### src/rtl/ld_rs_pkg.sv
// ld_rs_pkg: shared opcodes, widths, operand type and CDB capture helper for the load RS
package ld_rs_pkg;
    localparam int TAG_W = 6;
    localparam int DATA_W = 16;
    localparam logic [3:0] LD = 4'd4;
    localparam logic [3:0] LDR = 4'd5;
    typedef struct packed {
        logic              rdy;
        logic [DATA_W-1:0] val;
    } src_t;
    function automatic src_t capture(
        input src_t              s,
        input logic              a_v,
        input logic [TAG_W-1:0]  a_tag,
        input logic [DATA_W-1:0] a_res,
        input logic              b_v,
        input logic [TAG_W-1:0]  b_tag,
        input logic [DATA_W-1:0] b_res
    );
        logic a_hit, b_hit;
        a_hit = !s.rdy && a_v && a_tag == s.val[TAG_W-1:0];
        b_hit = !s.rdy && b_v && b_tag == s.val[TAG_W-1:0];
        return a_hit ? src_t'({1'b1, a_res}) : b_hit ? src_t'({1'b1, b_res}) : s;
    endfunction
endpackage

`define RS_TAG(i) (RS_BASE + TAG_W'(i))

### src/rtl/ld_rs_pick.sv
// ld_rs_pick: one-hot oldest-ready picker driven by an age matrix
module ld_rs_pick #(
    parameter int N = 4
) (
    input  logic [N-1:0] rdy_i,
    input  logic [N-1:0] older_i [N],
    output logic [N-1:0] gnt_o,
    output logic         any_o
);
    for (genvar i = 0; i < N; i++) begin : g_pick
        assign gnt_o[i] = rdy_i[i] && !(|(rdy_i & older_i[i]));
    end
    assign any_o = |rdy_i;
endmodule

### src/rtl/ld_rs.sv
// ld_rs: load reservation station with dual-CDB wakeup and oldest-ready issue to the LD unit
module ld_rs
    import ld_rs_pkg::*;
#(
    parameter int               N       = 4,
    parameter logic [TAG_W-1:0] RS_BASE = 6'd8
) (
    input  logic              clk,
    input  logic              rst,
    input  logic              disp_valid,
    input  logic [3:0]        disp_op,
    input  logic [DATA_W-1:0] disp_pc,
    input  logic              disp_rdy0,
    input  logic [DATA_W-1:0] disp_val0,
    input  logic              disp_rdy1,
    input  logic [DATA_W-1:0] disp_val1,
    output logic [TAG_W-1:0]  disp_tag,
    output logic              full,
    input  logic              cdbA_valid,
    input  logic [TAG_W-1:0]  cdbA_rs_num,
    input  logic [DATA_W-1:0] cdbA_res,
    input  logic              cdbB_valid,
    input  logic [TAG_W-1:0]  cdbB_rs_num,
    input  logic [DATA_W-1:0] cdbB_res,
    output logic              iss_valid,
    output logic [TAG_W-1:0]  iss_rs_num,
    output logic [3:0]        iss_op,
    output logic [DATA_W-1:0] iss_pc,
    output logic [DATA_W-1:0] iss_val0,
    output logic [DATA_W-1:0] iss_val1,
    input  logic              ld_busy
);
    localparam int IW = $clog2(N);
    logic [N-1:0]      valid_q, valid_d, issued_q, issued_d;
    logic [3:0]        op_q [N], op_d [N];
    logic [DATA_W-1:0] pc_q [N], pc_d [N];
    src_t              s0_q [N], s0_d [N], s1_q [N], s1_d [N];
    logic [N-1:0]      older_q [N], older_d [N];
    logic              full_q, full_d, iss_valid_q, iss_valid_d;
    logic [TAG_W-1:0]  iss_rs_q, iss_rs_d;
    logic [3:0]        iss_op_q, iss_op_d;
    logic [DATA_W-1:0] iss_pc_q, iss_pc_d, iss_v0_q, iss_v0_d, iss_v1_q, iss_v1_d;
    logic [N-1:0]      ready, gnt, free_v, alloc_oh;
    logic              any_rdy, fire;
    logic [IW-1:0]     sel, slot;
    src_t              d0, d1;

    always_comb begin
        ready = '0;
        free_v = '0;
        for (int i = 0; i < N; i++) begin
            ready[i] = valid_q[i] && !issued_q[i] && s0_q[i].rdy && s1_q[i].rdy;
            free_v[i] = cdbA_valid && valid_q[i] && cdbA_rs_num == `RS_TAG(i);
        end
    end

    ld_rs_pick #(.N(N)) u_pick (
        .rdy_i  (ready),
        .older_i(older_q),
        .gnt_o  (gnt),
        .any_o  (any_rdy)
    );

    always_comb begin
        sel = '0;
        slot = '0;
        for (int i = N - 1; i >= 0; i--) begin
            sel = gnt[i] ? IW'(i) : sel;
            slot = !valid_q[i] ? IW'(i) : slot;
        end
    end

    always_comb begin
        fire = !ld_busy && !iss_valid_q && any_rdy;
        alloc_oh = '0;
        valid_d = '0;
        issued_d = '0;
        for (int i = 0; i < N; i++) alloc_oh[i] = disp_valid && !full_q && slot == IW'(i);
        d0 = capture(src_t'({disp_rdy0, disp_val0}), cdbA_valid, cdbA_rs_num, cdbA_res,
                     cdbB_valid, cdbB_rs_num, cdbB_res);
        d1 = capture(src_t'({disp_op == LD || disp_rdy1, disp_val1}), cdbA_valid, cdbA_rs_num,
                     cdbA_res, cdbB_valid, cdbB_rs_num, cdbB_res);
        for (int i = 0; i < N; i++) begin
            valid_d[i] = alloc_oh[i] || (valid_q[i] && !free_v[i]);
            issued_d[i] = !alloc_oh[i] && !free_v[i] && (issued_q[i] || (fire && gnt[i]));
            op_d[i] = alloc_oh[i] ? disp_op : op_q[i];
            pc_d[i] = alloc_oh[i] ? disp_pc : pc_q[i];
            s0_d[i] = alloc_oh[i] ? d0 : capture(s0_q[i], cdbA_valid, cdbA_rs_num, cdbA_res,
                                                 cdbB_valid, cdbB_rs_num, cdbB_res);
            s1_d[i] = alloc_oh[i] ? d1 : capture(s1_q[i], cdbA_valid, cdbA_rs_num, cdbA_res,
                                                 cdbB_valid, cdbB_rs_num, cdbB_res);
            older_d[i] = alloc_oh[i] ? valid_q & ~free_v : older_q[i] & ~free_v & ~alloc_oh;
        end
        full_d = &valid_d;
        iss_valid_d = fire;
        iss_rs_d = `RS_TAG(sel);
        iss_op_d = op_q[sel];
        iss_pc_d = pc_q[sel];
        iss_v0_d = s0_q[sel].val;
        iss_v1_d = s1_q[sel].val;
    end

    always_ff @(posedge clk) begin
        if (rst) begin
            valid_q <= '0;
            issued_q <= '0;
            older_q <= '{default: '0};
            full_q <= 1'b0;
            iss_valid_q <= 1'b0;
        end else begin
            valid_q <= valid_d;
            issued_q <= issued_d;
            older_q <= older_d;
            full_q <= full_d;
            iss_valid_q <= iss_valid_d;
        end
    end

    always_ff @(posedge clk) begin
        op_q <= op_d;
        pc_q <= pc_d;
        s0_q <= s0_d;
        s1_q <= s1_d;
        iss_rs_q <= iss_rs_d;
        iss_op_q <= iss_op_d;
        iss_pc_q <= iss_pc_d;
        iss_v0_q <= iss_v0_d;
        iss_v1_q <= iss_v1_d;
    end

    always_ff @(posedge clk) begin
        assert (rst || !(disp_valid && full_q)) else $error("ld_rs: dispatch while full ignored");
    end

    assign disp_tag = `RS_TAG(slot);
    assign full = full_q;
    assign iss_valid = iss_valid_q;
    assign iss_rs_num = iss_rs_q;
    assign iss_op = iss_op_q;
    assign iss_pc = iss_pc_q;
    assign iss_val0 = iss_v0_q;
    assign iss_val1 = iss_v1_q;
endmodule
### config.mk
export PLATFORM = sky130hd
export DESIGN_NAME = ld_rs
export DESIGN_NICKNAME = d
export VERILOG_FILES = /design/src/rtl/ld_rs_pkg.sv /design/src/rtl/ld_rs_pick.sv /design/src/rtl/ld_rs.sv
export SDC_FILE = /design/constraint.sdc
export NUM_CORES = 1
export LEC_CHECK = 0
export ABC_AREA = 1
export BUFFER_PORTS_ARGS = -buffer_cell sky130_fd_sc_hd__buf_2
export CAP_MARGIN = 20
export CORE_MARGIN = 3
export CORE_UTILIZATION = 40
export CTS_CLUSTER_SIZE = 30
export DETAILED_ROUTE_END_ITERATION = 6
export GPL_TIMING_DRIVEN = 0
export PLACE_DENSITY = 0.61
export SYNTH_ARGS = -nofsm -noshare
export SYNTH_HDL_FRONTEND = slang
export SYNTH_SLANG_ARGS = --single-unit
### constraint.sdc
create_clock -name clk -period 2.9 [get_ports clk]
set_input_delay 0.435 -clock clk [delete_from_list [all_inputs] [get_ports clk]]
set_output_delay 0.435 -clock clk [all_outputs]
set_load 0.05 [all_outputs]
---- After elaboration in Yosys (flattened, before gate mapping) ----
Index checks and enable logic that the tools add are counted.
storage, ports and cells
  flip-flop bits (word level) ............. 299
  output and inout port bits .............. 66
cells by class
  $add $sub $neg .......................... 2
  order comparisons ....................... 1
  equality and inequality tests ........... 28
  mux-type cells .......................... 52
  bitwise operators ....................... 16
  reductions and logical operators ........ 140
operators with widths
  operator               number
  $mux W17               28
  $eq A6 B6 Y1           20
  $mux W16               6
  $logic_and A1 B1 Y1    87
  $bmux W17 S2           2
  $and A4 B4 Y4          13
  $bmux W16 S2           1
  $logic_not A1 Y1       29
  $eq A6 B4 Y1 const B   4
  $mux W4                6
  $reduce_bool A3 Y1     8
  $reduce_or A4 Y1       5
  $mux W2                8
  $add A4 B2 Y5 const A  2
  $logic_or A1 B1 Y1     9
  $bmux W4 S2            1
  $not A4 Y4             2
  $eq A2 B2 Y1 const B   2
  $eq A4 B3 Y1 const B   1
  $reduce_and A4 Y1      1
  $ge A3 B3 Y1 const B   1
  $not A2 Y3             1
  $eq A2 B1 Y1 const B   1
  $logic_not A2 Y1       1

---- Logic depth before layout (Yosys ltp) ----
  depth in word-level cells ............... 16
  mapped depth ............................ 14
  mapped depth without buffers ............ 12

---- Cells and area by module ----
Synthesis repeated with hierarchy kept, for this count alone.
unflattened totals
  cells, all modules ...................... 2017
  area, all modules ....................... 16572.1 um2
by module, submodules not included
  module      instances  cells each  area an instance (um2)  sequential area each (um2)
  ld_rs       1          1986        16450.8                 8087.8
  ld_rs_pick  1          31          121.4                   0.0

---- Worst setup path after synthesis ----
Ideal clock, no wire load.
  kind .................................... in2reg
  from .................................... input cdbB_rs_num[5]
  to ...................................... register s0_q[17] (netlist bit), enable pin
  library setup time ...................... 0.415 ns
  data arrival time ....................... 2.368 ns
  path slack .............................. 0.117 ns
  stages on the path ...................... 6
  path buffers ............................ 1
  path through ............................ buf_2 > inv_2 > o21ai_0 > nor4_1 > nand3_1 > o21ai_0
between the ends
  word-level cells in the longest chain between the ends .. 3
ends and longest elaborated chain
  what                          RTL line         source
  start, declared               ld_rs.sv:23      input logic [TAG_W-1:0] cdbB_rs_num,
  $eq A6 B6 Y1                  ld_rs_pkg.sv:22  b_hit = !s.rdy && b_v && b_tag == s.val[TAG_W-1:0];
  $logic_and A1 B1 Y1           ld_rs_pkg.sv:22
  $reduce_bool A3 Y1 (no line)  --
  end signal, assigned          ld_rs.sv:122     s0_q <= s0_d;
  end, declared                 ld_rs.sv:37      src_t s0_q [N], s0_d [N], s1_q [N], s1_d [N];
No other way between the ends.
A chain may end at the register's enable or synchronous reset.

---- Worst setup path after layout ----
  from .................................... register valid_q[3]
  to ...................................... register s0_q[33] (netlist bit) (data pin)
between the ends
  word-level cells in the longest chain between the ends .. 7
ends and longest elaborated chain
  what                    RTL line      source
  start, declared         ld_rs.sv:34   logic [N-1:0] valid_q, valid_d, issued_q, issued_d;
  start signal, assigned  ld_rs.sv:111  valid_q <= valid_d;
  $mux W2 (4 in series)   ld_rs.sv:69   slot = !valid_q[i] ? IW'(i) : slot;
  $eq A2 B2 Y1            ld_rs.sv:78   for (int i = 0; i < N; i++) alloc_oh[i] = disp_valid && !full_q && slot == IW'(i);
  $logic_and A1 B1 Y1     ld_rs.sv:78
  net alloc_oh[2]         ld_rs.sv:43   logic [N-1:0] ready, gnt, free_v, alloc_oh;
  $mux W17                ld_rs.sv:88   s0_d[i] = alloc_oh[i] ? d0 : capture(s0_q[i], cdbA_valid, cdbA_rs_num, cdbA_res,
The timed path passes the listed nets, and every way through them passes these cells.

==> run metrics <==
gr ovfl total=0; Placer Congestion=1.019; Max Root-Sink Buffers=3; top_reg_cell synth=edfxtp_1; Tmin final=roughly 2800 ps; first-pass GRT wire length=~100000 µm; Cell Area, Synth=about 17000 µm²; final worst path period share=95.62%; clock sinks=just under 300; Mean Syn Cell Area=approximately 7.6 µm²; Max Clk Rate=roughly 0.36 GHz; vias in the first global route=~16000; number of nets in the layout=between 2000 and 3000; CP Launch Type=flop; max-slew violation count=0; n_diodes=0; setup skew after layout=a little under 20 ps; die span in x=212.8 µm; min-delay worst type=input pin to flop; vias post-DR=about 17000; PwrDens=between 500 and 600 nW/µm²; Die Ht=212.8 µm; Crit path max-delay family=buffers and inverters; commonest non-fill, non-tap cells in the layout=nand2_1, nand3_1, inv_1; # IOs=between 150 and 200; number of placement rows=75; setup TNS=0 ps; sequential fraction of the synthesis area=around 47%; status=finished, final reports clean; # port buffers=roughly 160; worst endpoint required time=3160 ps; most common cell after layout, fill and taps aside=nand2_1; Slew Limit Headroom=~46%; DR DRC count=0; Post-DRT Antenna Nets=0; drt first pass iters=6; crit-path max FO=18; Yosys top cell by area=edfxtp_1; area grow syn2layout=16.79%; overall routing resource usage=between 30% and 40%; number of buffers and inverters on the critical path=5; Worst setup EP type=flop; Hold Buf Count CTS=0; Slowest cell on crit path=buf_2; number of synthesized flops with an enable pin=roughly 220; initial core utilization=40.60%; FF+latch count, synth=around 300; Worst EP arrival=just over 3000 ps; RSZ-0062 raised after global routing=true; layout cells sized above 1=between 10% and 20%; full die area=45280 µm²; total CTS buffers=35; Clock Latency Late Sink=550 ps; dpl hpwl=51750 µm; initial antenna violation count=1; root buffer cell=clkbuf_16; max incr delay on CP=~540 ps; Setup-failing EPs final=0; # fillers=between 4000 and 5000; Post-synth ARST share=0%; clock transition at the registers of the reported paths=approximately 60 ps; yosys warns=0; number of vias per cell=approximately 5.6; Non-Filler Instances=about 3000; Placed Instances=between 2000 and 3000; Wirelength per Cell=22.85 µm; top-area cell type share of the netlist area=between 30% and 40%; r2r setup slk=between 100 and 150 ps; core region area=roughly 42000 µm²; FF+latch area=about 8100 µm²; worst path cell trace=inv_1 -> a21oi_1 -> nand3_1 -> inv_1 -> buf_2 -> buf_2 -> buf_12 -> nand2_1; fin util=47.41%; starting DRC count in detailed routing=2113; Crit Path Category=flop to flop; Distinct cells, synth=39; largest net degree at the start of global routing=30; top post-synthesis cells by area=edfxtp_1, nand3_1, nand2_1; H-tree depth=2; CTS tree=yes; Leak Pwr=about 0.0095 µW; Placement Setup Slack=-743.4 ps; actual slew at the worst max-slew pin=approximately 800 ps; Routed WL=68820 µm; footprint of the multi-input gates=between 7000 and 8000 µm²; Synth Instances=between 2000 and 2500; final hold vios=0; setup ws final=between 100 and 150 ps; Max Cap Viol=0; Power Total=11360 µW; Max IR drop VDD=between 0.3 and 0.4 mV
[cell usage after synthesis, drive strengths merged, types with 5 or more instances]
cell type,count
o22ai,27
dfxtp,80
nor4,9
xor2,27
a221oi,6
nand3,578
a211oi,5
xnor2,14
nor3,26
nand4,14
o211ai,36
inv,302
clkbuf,37
o21ai,17
nand2,650
a21oi,25
nor2,68
buf,91
edfxtp,216
[worst paths after layout]
path | start | to | cells past startpoint
min reg2reg | older_q[9] | older_q[9] | 2
max | valid_q[3] | s0_q[33] | 8
max reg2reg | valid_q[3] | s0_q[33] | 8
min | rst | older_q[2] | 2
[through the flow]
| step | area [µm²] | hold WS (ps) |
|---|---|---|
| 6_report | 19980 | 107.0 |
| 5_1_grt | 19980 | 90.03 |
| 4_1_cts | 19970 | 80.16 |
| 3_5_place_dp | 18690 | 436.0 |
| 3_3_place_gp | 18590 | 428.6 |
| 2_1_floorplan | 17130 | 415.3 |
[final cells by class]
cell class	instances	share of cell area, %
repair buffers	161	4.384
inverters	305	5.750
multi-input cells	1520	36.38
flip-flops and latches	296	40.49
well taps	539	3.376
plain buffers	127	3.526
clock buffers	45	4.779
clock inverters	19	1.315
[timing repair]
| action | 4_1_cts | 5_1_grt |
|---|---|---|
| buffers inserted | 0 | 0 |
| gates resized for setup | 13 | 7 |
| setup endpoints to repair | 127 | 69 |
[cells by family (layout without fill, tap and decap cells)]
| group | after synthesis | count (layout) | synth area share [%] |
|---|---|---|---|
| other cells | 2 | 8 | 0.04390 |
| simple gates | 1352 | 1352 | 35.31 |
| flops | 296 | 296 | 47.28 |
| xor+xnor | 41 | 41 | 2.099 |
| buf+inv | 433 | 657 | 10.77 |
| compound gates | 119 | 119 | 4.491 |
[layer usage]
layer / global-route usage, % / share of wire [%]
met5: 0 / 0.019
met4: 12.59 / 4.6
met3: 7.111 / 10
met2: 46.26 / 43
met1: 40.67 / 42
[registers in the layout, indices dropped and copies added (netlist names), 4 cells and up]
| register | count |
|---|---|
| iss_val0 | 16 |
| iss_op | 4 |
| iss_pc | 16 |
| s1_q | 68 |
| valid_q | 4 |
| pc_q | 64 |
| s0_q | 68 |
| older_q | 16 |
| iss_val1 | 16 |
| op_q | 16 |
| issued_q | 4 |
[report_power, final]
group	switching [µW]	internal, µW	total (µW)
Combinational	1330	449	1780
Clock	1830	2880	4700
Sequential	90.2	4790	4880
Total	3240	8110	11400
Power figures use the tool's default switching activity.
